**src/rtl/uart_phy_cfg.sv**
```systemverilog
// UART PHY with a runtime frame format (5-8 data bits, parity, 1/2 stop bits, divisor)
// loaded from a config FIFO. New formats take effect only while both directions are idle.
module uart_phy_cfg #(
    parameter int          PHY_FIFO_WIDTH    = 8,
    parameter int          CPB_W             = 24,
    parameter int          CONFIG_DATA_WIDTH = 40,
    parameter int unsigned DEFAULT_CPB       = 868
) (
    input  logic                         clk,
    input  logic                         rst,
    output logic                         tx_serial,
    output logic                         tx_active,
    output logic                         tx_done,
    input  logic                         rx_serial,
    input  logic                         wr_phy_fifo_empty,
    output logic                         wr_phy_fifo_en,
    input  logic [PHY_FIFO_WIDTH-1:0]    wr_phy_fifo_data,
    input  logic                         config_fifo_empty,
    output logic                         config_fifo_en,
    input  logic [CONFIG_DATA_WIDTH-1:0] config_fifo_data,
    input  logic                         rd_phy_fifo_full,
    output logic                         rd_phy_fifo_en,
    output logic [PHY_FIFO_WIDTH+1:0]    rd_phy_fifo_data,
    output logic                         rx_overrun
);
    localparam int CFG_USED = CPB_W + 5;

    typedef enum logic [2:0] {TX_IDLE, TX_FETCH, TX_START, TX_DATA, TX_PARITY, TX_STOP} tx_state_t;
    typedef enum logic [2:0] {RX_IDLE, RX_START, RX_DATA, RX_PARITY, RX_STOP, RX_STOP2,
                              RX_WAIT_HIGH} rx_state_t;

    tx_state_t tx_state;
    rx_state_t rx_state;

    logic [CPB_W-1:0]    cfg_cpb;
    logic [1:0]          cfg_bits;
    logic                cfg_par_en, cfg_par_odd, cfg_stop2;
    logic                cfg_fetch, cfg_pending, cfg_apply;
    logic [CFG_USED-1:0] cfg_word;
    logic [CPB_W-1:0]    new_cpb;
    logic [2:0]          last_bit;
    logic                unused_cfg_bits;

    logic                      rx_s1, rx_s2, rx_prev, rx_start_edge;
    logic [CPB_W-1:0]          rx_cnt;
    logic [2:0]                rx_bit;
    logic [PHY_FIFO_WIDTH-1:0] rx_data;
    logic                      rx_par, rx_perr, rx_bit_end;

    logic [CPB_W-1:0]          tx_cnt;
    logic [2:0]                tx_bit;
    logic [PHY_FIFO_WIDTH-1:0] tx_shift;
    logic                      tx_par, tx_stop_n, tx_bit_end;

    assign unused_cfg_bits = ^config_fifo_data[CONFIG_DATA_WIDTH-1:CFG_USED];
    assign new_cpb    = (cfg_word[CPB_W-1:0] < CPB_W'(4)) ? CPB_W'(4) : cfg_word[CPB_W-1:0];
    assign last_bit   = 3'd4 + {1'b0, cfg_bits};
    assign tx_bit_end = (tx_cnt == cfg_cpb - CPB_W'(1));
    assign rx_bit_end = (rx_cnt == cfg_cpb - CPB_W'(1));
    assign rx_start_edge = (rx_state == RX_IDLE) && rx_prev && !rx_s2;
    assign cfg_apply  = cfg_pending && (tx_state == TX_IDLE) && (rx_state == RX_IDLE) && !rx_start_edge;
    // A fetched-but-not-applied word holds off new TX bytes so the config can find an idle gap.
    assign wr_phy_fifo_en = !rst && (tx_state == TX_IDLE) && !wr_phy_fifo_empty
                            && !cfg_fetch && !cfg_pending;

    always_ff @(posedge clk or posedge rst) begin
        if (rst) begin
            config_fifo_en <= 1'b0;
            cfg_fetch      <= 1'b0;
            cfg_pending    <= 1'b0;
            cfg_word       <= '0;
            cfg_cpb        <= CPB_W'(DEFAULT_CPB);
            cfg_bits       <= 2'd3;
            cfg_par_en     <= 1'b0;
            cfg_par_odd    <= 1'b0;
            cfg_stop2      <= 1'b0;
        end else begin
            config_fifo_en <= !config_fifo_empty && !cfg_pending && !cfg_fetch && !config_fifo_en;
            cfg_fetch      <= config_fifo_en;
            if (cfg_fetch) begin
                cfg_word    <= config_fifo_data[CFG_USED-1:0];
                cfg_pending <= 1'b1;
            end else if (cfg_apply) begin
                cfg_pending <= 1'b0;
                cfg_cpb     <= new_cpb;
                cfg_bits    <= cfg_word[CPB_W+1:CPB_W];
                cfg_par_en  <= cfg_word[CPB_W+3] ^ cfg_word[CPB_W+2];
                cfg_par_odd <= (cfg_word[CPB_W+3:CPB_W+2] == 2'b01);
                cfg_stop2   <= cfg_word[CPB_W+4];
            end
        end
    end

    always_ff @(posedge clk or posedge rst) begin
        if (rst) begin
            tx_state  <= TX_IDLE;
            tx_serial <= 1'b1;
            tx_active <= 1'b0;
            tx_done   <= 1'b0;
            tx_cnt    <= '0;
            tx_bit    <= '0;
            tx_shift  <= '0;
            tx_par    <= 1'b0;
            tx_stop_n <= 1'b0;
        end else begin
            tx_done <= 1'b0;
            case (tx_state)
                TX_IDLE: if (wr_phy_fifo_en) tx_state <= TX_FETCH;
                TX_FETCH: begin
                    tx_shift  <= wr_phy_fifo_data;
                    tx_par    <= 1'b0;
                    tx_cnt    <= '0;
                    tx_serial <= 1'b0;
                    tx_active <= 1'b1;
                    tx_state  <= TX_START;
                end
                TX_START: begin
                    if (tx_bit_end) begin
                        tx_cnt    <= '0;
                        tx_bit    <= '0;
                        tx_serial <= tx_shift[0];
                        tx_state  <= TX_DATA;
                    end else tx_cnt <= tx_cnt + CPB_W'(1);
                end
                TX_DATA: begin
                    if (tx_bit_end) begin
                        tx_cnt   <= '0;
                        tx_par   <= tx_par ^ tx_shift[0];
                        tx_shift <= tx_shift >> 1;
                        if (tx_bit == last_bit) begin
                            if (cfg_par_en) begin
                                tx_serial <= tx_par ^ tx_shift[0] ^ cfg_par_odd;
                                tx_state  <= TX_PARITY;
                            end else begin
                                tx_serial <= 1'b1;
                                tx_stop_n <= 1'b0;
                                tx_state  <= TX_STOP;
                            end
                        end else begin
                            tx_bit    <= tx_bit + 3'd1;
                            tx_serial <= tx_shift[1];
                        end
                    end else tx_cnt <= tx_cnt + CPB_W'(1);
                end
                TX_PARITY: begin
                    if (tx_bit_end) begin
                        tx_cnt    <= '0;
                        tx_serial <= 1'b1;
                        tx_stop_n <= 1'b0;
                        tx_state  <= TX_STOP;
                    end else tx_cnt <= tx_cnt + CPB_W'(1);
                end
                TX_STOP: begin
                    if (tx_bit_end) begin
                        tx_cnt <= '0;
                        if (tx_stop_n == cfg_stop2) begin
                            tx_active <= 1'b0;
                            tx_done   <= 1'b1;
                            tx_state  <= TX_IDLE;
                        end else tx_stop_n <= 1'b1;
                    end else tx_cnt <= tx_cnt + CPB_W'(1);
                end
                default: tx_state <= TX_IDLE;
            endcase
        end
    end

    always_ff @(posedge clk or posedge rst) begin
        if (rst) begin
            rx_s1            <= 1'b1;
            rx_s2            <= 1'b1;
            rx_prev          <= 1'b1;
            rx_state         <= RX_IDLE;
            rx_cnt           <= '0;
            rx_bit           <= '0;
            rx_data          <= '0;
            rx_par           <= 1'b0;
            rx_perr          <= 1'b0;
            rd_phy_fifo_en   <= 1'b0;
            rd_phy_fifo_data <= '0;
            rx_overrun       <= 1'b0;
        end else begin
            rx_s1          <= rx_serial;
            rx_s2          <= rx_s1;
            rx_prev        <= rx_s2;
            rd_phy_fifo_en <= 1'b0;
            rx_overrun     <= 1'b0;
            case (rx_state)
                RX_IDLE: if (rx_start_edge) begin
                    rx_cnt   <= '0;
                    rx_state <= RX_START;
                end
                RX_START: begin
                    if (rx_cnt == (cfg_cpb >> 1)) begin
                        rx_cnt   <= '0;
                        rx_bit   <= '0;
                        rx_data  <= '0;
                        rx_par   <= 1'b0;
                        rx_perr  <= 1'b0;
                        rx_state <= rx_s2 ? RX_IDLE : RX_DATA;
                    end else rx_cnt <= rx_cnt + CPB_W'(1);
                end
                RX_DATA: begin
                    if (rx_bit_end) begin
                        rx_cnt          <= '0;
                        rx_data[rx_bit] <= rx_s2;
                        rx_par          <= rx_par ^ rx_s2;
                        if (rx_bit == last_bit) rx_state <= cfg_par_en ? RX_PARITY : RX_STOP;
                        else rx_bit <= rx_bit + 3'd1;
                    end else rx_cnt <= rx_cnt + CPB_W'(1);
                end
                RX_PARITY: begin
                    if (rx_bit_end) begin
                        rx_cnt   <= '0;
                        rx_perr  <= rx_par ^ rx_s2 ^ cfg_par_odd;
                        rx_state <= RX_STOP;
                    end else rx_cnt <= rx_cnt + CPB_W'(1);
                end
                RX_STOP: begin
                    if (rx_bit_end) begin
                        rx_cnt <= '0;
                        if (rd_phy_fifo_full) rx_overrun <= 1'b1;
                        else begin
                            rd_phy_fifo_en   <= 1'b1;
                            rd_phy_fifo_data <= {~rx_s2, rx_perr, rx_data};
                        end
                        // A low stop bit may be a break: wait for the line to recover first.
                        if (!rx_s2) rx_state <= RX_WAIT_HIGH;
                        else rx_state <= cfg_stop2 ? RX_STOP2 : RX_IDLE;
                    end else rx_cnt <= rx_cnt + CPB_W'(1);
                end
                RX_STOP2: begin
                    if (rx_bit_end) begin
                        rx_cnt   <= '0;
                        rx_state <= RX_IDLE;
                    end else rx_cnt <= rx_cnt + CPB_W'(1);
                end
                RX_WAIT_HIGH: if (rx_s2) rx_state <= RX_IDLE;
                default: rx_state <= RX_IDLE;
            endcase
        end
    end
endmodule

```
**config.mk**
```make
export PLATFORM = sky130hd
export DESIGN_NAME = uart_phy_cfg
export DESIGN_NICKNAME = d
export VERILOG_FILES = /design/src/rtl/uart_phy_cfg.sv
export SDC_FILE = /design/constraint.sdc
export NUM_CORES = 1
export LEC_CHECK = 0
export CELL_PAD_IN_SITES_DETAIL_PLACEMENT = 1
export CELL_PAD_IN_SITES_GLOBAL_PLACEMENT = 1
export CORE_ASPECT_RATIO = 1.75
export CORE_MARGIN = 1.5
export CORE_UTILIZATION = 27
export CTS_CLUSTER_DIAMETER = 200
export DETAILED_ROUTE_END_ITERATION = 12
export PLACE_DENSITY_LB_ADDON = 0.1
export SKIP_CTS_REPAIR_TIMING = 1
export SYNTH_ARGS = -nofsm -noshare
export SYNTH_HDL_FRONTEND = slang
export SYNTH_SLANG_ARGS = --single-unit
```
**constraint.sdc**
```tcl
create_clock -name clk -period 13.4 [get_ports clk]
set_input_delay 1.34 -clock clk [delete_from_list [all_inputs] [get_ports clk]]
set_output_delay 1.34 -clock clk [all_outputs]
set_load 0.01 [all_outputs]
```
After elaboration in Yosys (flattened, before gate mapping)
Index checks and enable logic that the tools add are counted.
{"block": "word_totals", "inputBits": 54, "mem_bits_rw": 0, "register_bits": 159, "output_inout_bits": 17, "latch_bits": 0, "memories": 0, "mem_bits_ro": 0, "elab_cells": 211}
{"block": "op_classes", "n_eq_ne": 37, "n_reduce_logical": 48, "bitwise_logic": 8, "add_sub_neg": 6, "n_mux": 79, "multipliers": 0, "shifts": 0, "order_cmp": 3, "div_mod_pow": 0}
{"op": "2-to-1 mux 24 bit", "n": 5}
{"op": "2-to-1 mux 3 bit", "n": 24}
{"op": "case mux 24 bit (3 select lines)", "n": 1}
{"op": "adder 24 x 1 -> 24 bit (second input constant)", "n": 2}
{"op": "== test 24 bit", "n": 2}
{"op": "case mux 24 bit (2 select lines)", "n": 1}
{"op": "inequality test 2 bit (second input constant)", "n": 19}
{"op": "case mux 8 bit (2 select lines)", "n": 2}
{"op": "2-to-1 mux 1 bit", "n": 30}
{"op": "== test 24 x 23 -> 1 bit", "n": 1}
{"op": "less-than comparator 24 x 3 -> 1 bit (second input constant)", "n": 1}
{"op": "2-to-1 mux 8 bit", "n": 3}
{"op": "subtractor 24 x 1 -> 24 bit (second input constant)", "n": 1}
{"op": "case mux 3 bit (7 select lines)", "n": 1}
{"op": "case mux 3 bit (6 select lines)", "n": 1}
{"op": "== test 3 bit (second input constant)", "n": 5}
{"op": "AND reduction 7 bit", "n": 2}
{"op": "nonzero test 2 bit", "n": 7}
{"op": "logical AND 1 bit", "n": 13}
{"op": "== test 3 x 2 -> 1 bit (second input constant)", "n": 4}
{"op": "case mux 3 bit (2 select lines)", "n": 2}
{"op": "AND reduction 3 bit", "n": 4}
{"op": "AND reduction 4 bit", "n": 3}
{"op": "bitwise mux 8 bit", "n": 1}
{"op": "other kinds (22)", "n": 46}

Depth between registers and ports, before layout
Gate-level depths: netlist of the first run.
{"block": "depth", "word_depth": 7, "mapped_depth": 15}

Least setup slack after synthesis of the first run
Ideal clock, no wire load.
{"block": "synth_timing", "path_type": "flip-flop to flip-flop", "from": "register cfg_cpb[0]", "to": "register rd_phy_fifo_data[0]", "path_stages_with_launch": 14, "t_required_ns": 13.275, "arrival_ns": 3.414, "path_slack_ns": 9.861, "setup_ns": 0.125, "n_path_buf": 2, "path_cell_list": "dfrtp_1 > clkbuf_1 > inv_1 > ha_1 > or4b_1 > buf_4 > nor4_4 > a211o_2 > o2111ai_2 > nor3_2 > and4_1 > nand3_2 > nor3_4 > mux2_4"}
{"block": "synth_via", "elab_chain_len": 3}
{"item": "start: declaration", "line": "35", "source": "logic [CPB_W-1:0] cfg_cpb;"}
{"item": "start signal: assignment", "line": "72", "source": "cfg_cpb <= CPB_W'(DEFAULT_CPB);"}
{"item": "start signal: assignment", "line": "85", "source": "cfg_cpb <= new_cpb;"}
{"item": "subtractor 24 x 1 -> 24 bit", "line": "59", "source": "assign rx_bit_end = (rx_cnt == cfg_cpb - CPB_W'(1));"}
{"item": "== test 24 bit", "line": "59"}
{"item": "AND reduction 3 bit (no source line)"}
{"item": "end signal: assignment", "line": "225", "source": "rd_phy_fifo_data <= {~rx_s2, rx_perr, rx_data};"}
{"item": "end: declaration", "line": "23", "source": "output logic [PHY_FIFO_WIDTH+1:0] rd_phy_fifo_data,"}
Every way passes these cells.
A chain may end at the register's enable or synchronous reset.

Final worst setup path of the first run
{"block": "layout_timing", "from": "register cfg_cpb[0]", "to": "register tx_cnt[15]"}
{"block": "layout_via", "elab_chain_len": 4}
{"item": "subtractor 24 x 1 -> 24 bit", "line": "58", "source": "assign tx_bit_end = (tx_cnt == cfg_cpb - CPB_W'(1));"}
{"item": "== test 24 bit", "line": "58"}
{"item": "2-to-1 mux 24 bit"}
{"item": "case mux 24 bit (2 select lines)", "line": "107", "source": "case (tx_state)"}
{"item": "end signal: assignment", "line": "123", "source": "end else tx_cnt <= tx_cnt + CPB_W'(1);"}
{"item": "end signal: assignment", "line": "151", "source": "end else tx_cnt <= tx_cnt + CPB_W'(1);"}
{"item": "end signal: assignment", "line": "161", "source": "end else tx_cnt <= tx_cnt + CPB_W'(1);"}
{"item": "end: declaration", "line": "50", "source": "logic [CPB_W-1:0] tx_cnt;"}
Every way passes these cells.

==> results.ini, run 1 <==
[synthesis]
synth_ff_type=dfrtp_1
synth-seq-area-share=0.399
ys_async_sr_fraction=1.00
synthCells=1078
syn_area_um2=10000
ys_warn_count=0
synth_seq_cells=159
synth_nets=1139
synth_edf_count=0
synthDistinctLibCells=88
avgSynthCellArea_um2=9.27

[sta]
worst_slew_margin_rel=0.322
hold_viol_final=0
fin_tns_setup_ps=0
fin_crit_ps=4990
tightest_slew_ps=1020
fmax_mhz=201
slew_viol_final=0
setup_violations=0
fin_skew_ps=7.63
final.period_utilization=0.372
rsz0062_at_grt=false
fin_ws_ps=8410
holdWs_ps=362

[cts]
clock_latency_ps=450
cts.clk_slew.worst_paths_ps=70
clockBufferDepth=2
cts_sinks=159
cts_tree=yes
cts-root-buf=clkbuf_16
htree_num_levels=4
cts_buffers=17

[worst_setup_path]
slowest_stage=o21ba_2
path_buf_inv=1
cp-start-kind=register
r2r_cells=11
crit_chain=inv_1, ha_1, nor4b_2, nand4_1, o211ai_1, o2111ai_1, nor4_1, nand4_1, o21ba_2, a41oi_1, a31oi_1
reg2reg_slack_ps=8410
r2r-end=tx_cnt[15]$_DFFE_PP0P_
crit_end=tx_cnt[15]$_DFFE_PP0P_
rr_startpoint=cfg_cpb[0]$_DFFE_PP0P_
critPathMaxStageDelay_ps=670
cp.depth=11
worstPathMaxFanout=42
cp_top_family=simple AND/OR/NAND/NOR gates
cp-startpoint=cfg_cpb[0]$_DFFE_PP0P_
worstPathRequired_ps=13700
timing.critical_path.mode_cell=nand4_1
arrival_ps=5280
crit_type=reg2reg
cp-end-kind=register

[global_routing]
grt_pass1_vias=9060
grt_pass1_wl_um=55500
grt-ovfl-total=0
track_usage=0.192
antenna_found_initial=0
grt_max_degree=85

[hold_path]
worstHoldPathType=reg2reg

[placed_design]
place_congestion=0.876
dp_hpwl_um=26600
io_buffer_count=59
dp_slack_ps=8370

[final_layout]
area_growth_pct=14.9
antenna_cells=0
layout-drive-gt1-share=0.131
layout.nets=1145
fillCellCount=4209

[routing]
drtAntennaViolNets=0
drt_iter0_drc=319
wl_per_cell_um=22.2
routed_wl_um=34900
vias_per_cell=5.24
drc=0
dr_total_vias=8245
drt-pass1-iter-count=4

[die]
die_area_um2=38200
initial_core_util=0.273
fp.dieW_um=148
coreArea_um2=36700
io_pins=71
dieHeight_um=258
num_rows=93

[job]
max-cap-violations=0

[pwr]
powerDensity_nw_per_um2=211
ir_drop_mv=0.0901
p_leak_nw=4.63

[status]
status=finished, final reports clean

-- worst min path at each step --
stage / from / to / slack [ps] / cells after the start
finish: rx_s1$_DFF_PP1_ / rx_s2$_DFF_PP1_ / 360 / 0
global route: rx_s1$_DFF_PP1_ / rx_s2$_DFF_PP1_ / 370 / 0
CTS: rx_s1$_DFF_PP1_ / rx_s2$_DFF_PP1_ / 360 / 0
detailed placement: rx_s1$_DFF_PP1_ / rx_s2$_DFF_PP1_ / 350 / 0
global placement: rx_s1$_DFF_PP1_ / rx_s2$_DFF_PP1_ / 350 / 0
floorplan: rx_s1$_DFF_PP1_ / rx_s2$_DFF_PP1_ / 350 / 0
-- worst register-to-register path, cell delays in order, from the launching register on --
cell and delay, ps:
dfrtp_1 510, inv_1 130, ha_1 310, nor4b_2 610, nand4_1 560, o211ai_1 510
o2111ai_1 240, nor4_1 390, nand4_1 490, o21ba_2 670, a41oi_1 350, a31oi_1 60
-- power by group --
| group | internal (W) | switching (W) | leakage [nW] | total (W) |
|---|---|---|---|---|
| logic | 0.000448 | 0.000639 | 2.28 | 0.00109 |
| registers | 0.000594 | 0.000233 | 2.07 | 0.000828 |
| clock network | 0.000278 | 0.000228 | 0.281 | 0.000506 |
| total | 0.00132 | 0.00110 | 4.63 | 0.00242 |
-- synth_stat cells (5+ instances only) --
cell	number	area, µm²
nor3_1	26	130
inv_1	43	161
nor3b_1	5	37.5
dfstp_2	11	289
nand3_1	31	155
and3_1	17	106
nor2_1	61	229
a21oi_1	57	285
mux2_2	51	574
a311oi_1	5	43.8
a31oi_1	25	156
xnor3_1	5	113
a22o_1	5	43.8
or2_2	8	50.1
nand2_1	83	312
xor2_1	25	219
buf_1	9	33.8
nand4_1	25	156
ha_1	7	87.6
and2_1	8	50.1
dfrtp_1	148	3700
nor2b_1	14	87.6
or4_1	10	75.1
o211ai_1	5	37.5
or3_1	25	156
nor4_1	26	163
nand2b_1	17	106
buf_2	14	70.1
o21a_1	5	37.5
clkbuf_1	52	195
o22ai_1	19	119
xnor2_1	50	438
o21ai_0	66	330
mux2_4	10	150
mux2i_1	11	110
-- layout make-up --
class | instances | area [µm²] | share of cell area
Tap cell | 475 | 594 | 0.0517
Timing Repair Buffer | 65 | 636 | 0.0553
Clock buffer | 18 | 429 | 0.0373
Inverter | 43 | 166 | 0.0145
Clock inverter | 14 | 155 | 0.0135
Sequential cell | 159 | 3990 | 0.347
Multi-Input combinational cell | 798 | 5520 | 0.480
-- through the flow --
stage,util,area [µm²],cells,power [W]
3_5_place_dp,0.298,10900,1540,0.00194
5_1_grt,0.314,11500,1572,0.00259
6_report,0.314,11500,1572,0.00242
4_1_cts,0.314,11500,1572,0.00247
3_3_place_gp,0.298,10900,1540,0.00193
2_1_floorplan,-,10000,1078,0.00155
-- state kept, by name, indices dropped and copies added, names as in the netlist, 2 cells and up --
name	count
cfg_bits	2
cfg_cpb	24
cfg_word	29
rd_phy_fifo_data	10
rx_bit	3
rx_cnt	24
rx_data	8
rx_state	3
tx_bit	3
tx_cnt	24
tx_shift	8
tx_state	3
-- logic make-up (layout without fill, tap and decap cells) --
group | count (synthesis) | in the layout | share of synthesized area
simple gates | 388 | 388 | 0.218
mux | 72 | 72 | 0.0835
flops | 159 | 159 | 0.399
compound gates | 249 | 249 | 0.160
xor+xnor | 82 | 82 | 0.0817
fa+ha+maj | 7 | 7 | 0.00876
buf+inv | 121 | 140 | 0.0487
-- placed cells by master, fill, tap and decap left out, drive strengths merged, types with 19 or more instances in the layout --
master / netlist / final
dfrtp: 148 / 148
nand2: 83 / 83
o21ai: 69 / 69
nor2: 62 / 62
mux2: 61 / 61
clkdlybuf4s50: 0 / 59
a21oi: 57 / 57
xnor2: 50 / 50
inv: 43 / 48
nand3: 33 / 33
nor4: 33 / 33
nor3: 30 / 30
nand4: 26 / 26
a31oi: 26 / 26
xor2: 25 / 25
or3: 25 / 25
o22ai: 19 / 19
-- metal layers --
| layer | vias to the layer above | track usage | wire [µm] |
|---|---|---|---|
| li1 | 3937 | - | - |
| met1 | 4131 | 0.207 | 13400 |
| met2 | 116 | 0.362 | 19300 |
| met3 | 61 | 0.0182 | 525 |
| met4 | 0 | 0.105 | 1690 |
| met5 | - | 0 | 0 |
(Power assumes the default switching activity.)
==> run 2: changes to the inputs <==
==> constraint.sdc (replaced) <==
create_clock -name clk -period 4.8 [get_ports clk]
set_input_delay 0.48 -clock clk [delete_from_list [all_inputs] [get_ports clk]]
set_output_delay 0.48 -clock clk [all_outputs]
set_load 0.01 [all_outputs]
==> run 2 against run 1 <==
Via count grew 2.5%. Largest cell class unchanged. Largest power group unchanged. Critical path type unchanged. Final area grew 2.1%. Sequential share of layout area shrank 0.73 points. Clock power grew to 2.9 times the previous value.
==> results.ini, run 2 (synthesized netlist as in run 1, its figures left out) <==
[sta]
fin_crit_ps=4200
worst_slew_margin_rel=0.340
setup_violations=0
final.period_utilization=0.876
fin_skew_ps=20.0
fmax_mhz=238
slew_viol_final=0
fin_tns_setup_ps=0
tightest_slew_ps=991
hold_viol_final=0
rsz0062_at_grt=false

[worst_setup_path]
crit_type=reg2reg
worstPathMaxFanout=21
worstPathRequired_ps=5120
cp-end-kind=register
arrival_ps=4520
cp-start-kind=register

[global_routing]
grt_pass1_vias=9266
grt_pass1_wl_um=56000
grt-ovfl-total=0
antenna_found_initial=0
track_usage=0.194
grt_max_degree=94

[placed_design]
dp_hpwl_um=27300
io_buffer_count=59
place_congestion=0.840

[final_layout]
seqCellArea_um2=3990
largest_reg_flops=29
layout.nets=1172
layout_common_cells=dfrtp_1 (148), nand2_1 (83), o21ai_0 (66)
antenna_cells=0
multi_input_area_um2=5520
fin_util=0.320
mostFrequentLayoutCell=dfrtp_1
top_register=cfg_word
fillCellCount=4211
layout-drive-gt1-share=0.151
area_growth_pct=17.4

[pwr]
pwr-share-seq=0.332
ir_drop_mv=0.278
swShare=0.445
p_leak_nw=4.78
clkPwrFrac=0.210
power.share.combinational=0.458
cellInternalPower_w=0.00386
powerDensity_nw_per_um2=593
p_switching_w=0.00310

[die]
io_pins=71
die_area_um2=38200
initial_core_util=0.273
coreArea_um2=36700
fp.dieW_um=148
dieHeight_um=258
num_rows=93

[routing]
vias_per_cell=5.28
drt_iter0_drc=339
drtAntennaViolNets=0
routed_wl_um=35600
drc=0
dr_total_vias=8449
drt-pass1-iter-count=4
wl_per_cell_um=22.3

[cts]
cts.clk_slew.worst_paths_ps=70
cts_sinks=159
cts_tree=yes
cts_buffers=17
clockBufferDepth=2
cts-root-buf=clkbuf_16
htree_num_levels=4
clock_latency_ps=450

[status]
status=finished, final reports clean

[hold_path]
worstHoldPathType=reg2reg

[job]
max-cap-violations=0

==> run 2: cell types whose count changed in the layout (fill, tap and decap cells not counted) <==
| cell | before | now |
|---|---|---|
| inv_8 | 2 | 0 |
| clkinv_2 | 3 | 0 |
| clkbuf_1 | 1 | 2 |
| clkbuf_8 | 0 | 6 |
| inv_6 | 4 | 2 |
| buf_4 | 6 | 32 |
| buf_12 | 0 | 1 |
==> run 2: power by group through the flow <==
| stage | Combinational [W] | Clock [W] | Sequential, W |
|---|---|---|---|
| after detailed placement | 0.00321 | 0 | 0.00235 |
| after global placement | 0.00317 | 0 | 0.00234 |
| final | 0.00319 | 0.00146 | 0.00231 |
| after CTS | 0.00322 | 0.00151 | 0.00232 |
| after global routing | 0.00348 | 0.00155 | 0.00238 |
| after floorplan | 0.00247 | 0 | 0.00187 |
==> run 2: final timing paths <==
check                                       start                      end  slack (ps)  cells past startpoint
min in group asynchronous                     rst  tx_shift[7]$_DFFE_PP0P_         620                      2
max                        cfg_cpb[1]$_DFFE_PP0P_   rx_cnt[19]$_DFFE_PP0P_         600                     11
max in group asynchronous                     rst        rx_prev$_DFF_PP1_        3150                      3
min                               rx_s1$_DFF_PP1_          rx_s2$_DFF_PP1_         360                      0
max reg2reg                cfg_cpb[1]$_DFFE_PP0P_   rx_cnt[19]$_DFFE_PP0P_         600                     11
min reg2reg                       rx_s1$_DFF_PP1_          rx_s2$_DFF_PP1_         360                      0
==> run 2: layout make-up <==
class / instances / share of cell area
timing repair buffer: 92 / 0.0725
clock inverter: 7 / 0.00853
tap: 475 / 0.0506
clock buffer: 25 / 0.0439
sequential: 159 / 0.340
multi-input combinational: 798 / 0.470
inverter: 43 / 0.0142
==> run 2: per-layer routing <==
layer	share of wire	global-route usage	wire length [µm]	up-vias
met1	0.39	0.208	13800	4302
met2	0.56	0.372	20000	111
li1	-	-	-	3988
met5	0	0	0	-
met3	0.015	0.0244	550	48
met4	0.036	0.0844	1280	0
==> run 2: critical path, stage by stage (launching register included) <==
cell and delay [ps]:
dfrtp_1 380, inv_1 80, ha_1 330, or4b_1 700
nor4_2 470, xnor2_1 210, o2bb2ai_1 260, nor4_4 570
nand4_1 120, and2_1 500, o221ai_1 330, o31ai_1 100
==> run 2: metrics by stage <==
step	hold WS (ps)	power, W	std cells	area, µm²	setup WS [ps]
floorplan	345	0.00433	1078	10000	46.6
detailed placement	349	0.00556	1567	11100	601
global placement	346	0.00552	1567	11100	628
global route	366	0.00741	1599	11700	335
CTS	358	0.00706	1599	11700	575
finish	357	0.00696	1599	11700	595
==> run 3: changes to the inputs <==
--- a/config.mk
+++ b/config.mk
@@ -9,7 +9,7 @@
 export CELL_PAD_IN_SITES_GLOBAL_PLACEMENT = 1
 export CORE_ASPECT_RATIO = 1.75
 export CORE_MARGIN = 1.5
-export CORE_UTILIZATION = 27
+export CORE_UTILIZATION = 46
 export CTS_CLUSTER_DIAMETER = 200
 export DETAILED_ROUTE_END_ITERATION = 12
 export PLACE_DENSITY_LB_ADDON = 0.1
==> run 3 against run 2 <==
Final area decreased by 2.6%. Clock power fell by 3%. First-iteration DRC count rose by 29%. Sequential power fell by 3%.
==> results.ini, run 3 (synthesized netlist as in run 1, its figures left out) <==
[cts]
cts_buffers=17
htree_num_levels=4
cts.clk_slew.worst_paths_ps=70
clock_latency_ps=450
cts_sinks=159
cts_tree=yes
cts-root-buf=clkbuf_16
clockBufferDepth=2

[worst_setup_path]
crit_type=reg2reg
worstPathMaxFanout=42
cp-startpoint=cfg_cpb[1]$_DFFE_PP0P_
path_buf_inv=2
reg2reg_slack_ps=400
crit_end=tx_cnt[17]$_DFFE_PP0P_
critPathMaxStageDelay_ps=700
cp_top_family=simple AND/OR/NAND/NOR gates
arrival_ps=4760
r2r_cells=12
rr_startpoint=cfg_cpb[1]$_DFFE_PP0P_
cp-end-kind=register
worstPathRequired_ps=5160
cp-start-kind=register
r2r-end=tx_cnt[17]$_DFFE_PP0P_
crit_chain=inv_1, ha_1, or4b_1, nor4_4, nand3_1, a31oi_1, nor4_1, nand4_1, buf_4, o21ba_2, o21ai_0, a31oi_1
timing.critical_path.mode_cell=a31oi_1
slowest_stage=or4b_1
cp.depth=12

[global_routing]
track_usage=0.294
grt-ovfl-total=0
antenna_found_initial=0
grt_pass1_vias=9304
grt_max_degree=93
grt_pass1_wl_um=50700

[die]
initial_core_util=0.467
coreArea_um2=21400
die_area_um2=22700
io_pins=71
fp.dieW_um=114
dieHeight_um=198
num_rows=71

[routing]
routed_wl_um=31500
drtAntennaViolNets=0
drt_iter0_drc=437
dr_total_vias=8586
wl_per_cell_um=22.4
highest_layer=met4
met1_length_um=12000
drc=0
drt-pass1-iter-count=4
wl_met2_um=16900
vias_per_cell=6.11
wl_met3_um=763

[pwr]
p_switching_w=0.00303
power.share.combinational=0.465
p_leak_nw=4.73
ir_drop_mv=0.311
cellInternalPower_w=0.00379
pwr-share-seq=0.329
powerDensity_nw_per_um2=596
power_w=0.00682
swShare=0.445
clkPwrFrac=0.207

[sta]
fmax_mhz=227
setup_violations=0
hold_viol_final=0
fin_skew_ps=10.2
tightest_slew_ps=853
worst_slew_margin_rel=0.432
fin_tns_setup_ps=0
slew_viol_final=0
fin_crit_ps=4400
rsz0062_at_grt=false
final.period_utilization=0.916

[final_layout]
antenna_cells=0
layout-drive-gt1-share=0.145
layout_common_cells=dfrtp_1 (148), nand2_1 (83), o21ai_0 (66)
layout.nets=1162
largest_reg_flops=29
fin_util=0.534
mostFrequentLayoutCell=dfrtp_1
top_register=cfg_word
area_growth_pct=14.4
final_cells=1406

[hold_path]
hold_depth=0
hold_path.startpoint=rx_s1$_DFF_PP1_
worstHoldPathType=reg2reg

[placed_design]
place_congestion=0.947
place_inst=1374
io_buffer_count=59
dp_hpwl_um=23400

[job]
max-cap-violations=0

[status]
status=finished, final reports clean

==> run 3: changes by cell type in the layout (fill, tap and decap cells not counted) <==
cell,previous run,this run
inv_6,2,6
clkbuf_8,6,2
clkinv_2,0,1
clkinv_4,1,3
buf_4,32,21
buf_12,1,2
clkbuf_1,2,0
clkinvlp_4,3,2
==> run 3: layout make-up <==
class | instances | area [µm²]
Clock buffer | 19 | 453
Timing Repair Buffer | 82 | 788
Fill cell | 2439 | 9970
Tap cell | 292 | 365
Clock inverter | 13 | 150
Inverter | 43 | 166
Sequential cell | 159 | 3990
Multi-Input combinational cell | 798 | 5520
==> run 3: worst min-delay path by stage <==
stage	to	slack (ps)
after floorplan	rx_s2$_DFF_PP1_	350
after CTS	rx_s2$_DFF_PP1_	360
after global placement	rx_s2$_DFF_PP1_	350
final	rx_s2$_DFF_PP1_	360
after global routing	rx_s2$_DFF_PP1_	360
after detailed placement	rx_s2$_DFF_PP1_	350
==> run 3: stage by stage <==
step	setup slack [ps]	instance area, µm²	hold slack [ps]
after floorplan	46.6	10000	345
after global placement	628	10800	349
after detailed placement	494	10800	349
after CTS	473	11400	359
after global routing	189	11400	360
final	402	11400	359
==> run 3: routing by layer <==
metal  GRT usage  up-vias
met3      0.0367       81
met5           0        -
met4       0.178        0
li1            -     3972
met1       0.322     4347
met2       0.533      186
==> run 3: worst register-to-register path, stage by stage, from the launching register on <==
cell and delay (ps):
dfrtp_1 470, inv_1 120, ha_1 320, or4b_1 700, nor4_4 610, nand3_1 140
a31oi_1 340, nor4_1 110, nand4_1 130, buf_4 190, o21ba_2 700, o21ai_0 260
a31oi_1 220
==> run 3: power groups by stage <==
stage	Combinational [W]	Clock (W)	Sequential, W
2_1_floorplan	0.00247	0	0.00187
3_3_place_gp	0.00302	0	0.00224
3_5_place_dp	0.00310	0	0.00226
4_1_cts	0.00314	0.00144	0.00224
5_1_grt	0.00342	0.00147	0.00230
6_report	0.00317	0.00141	0.00224
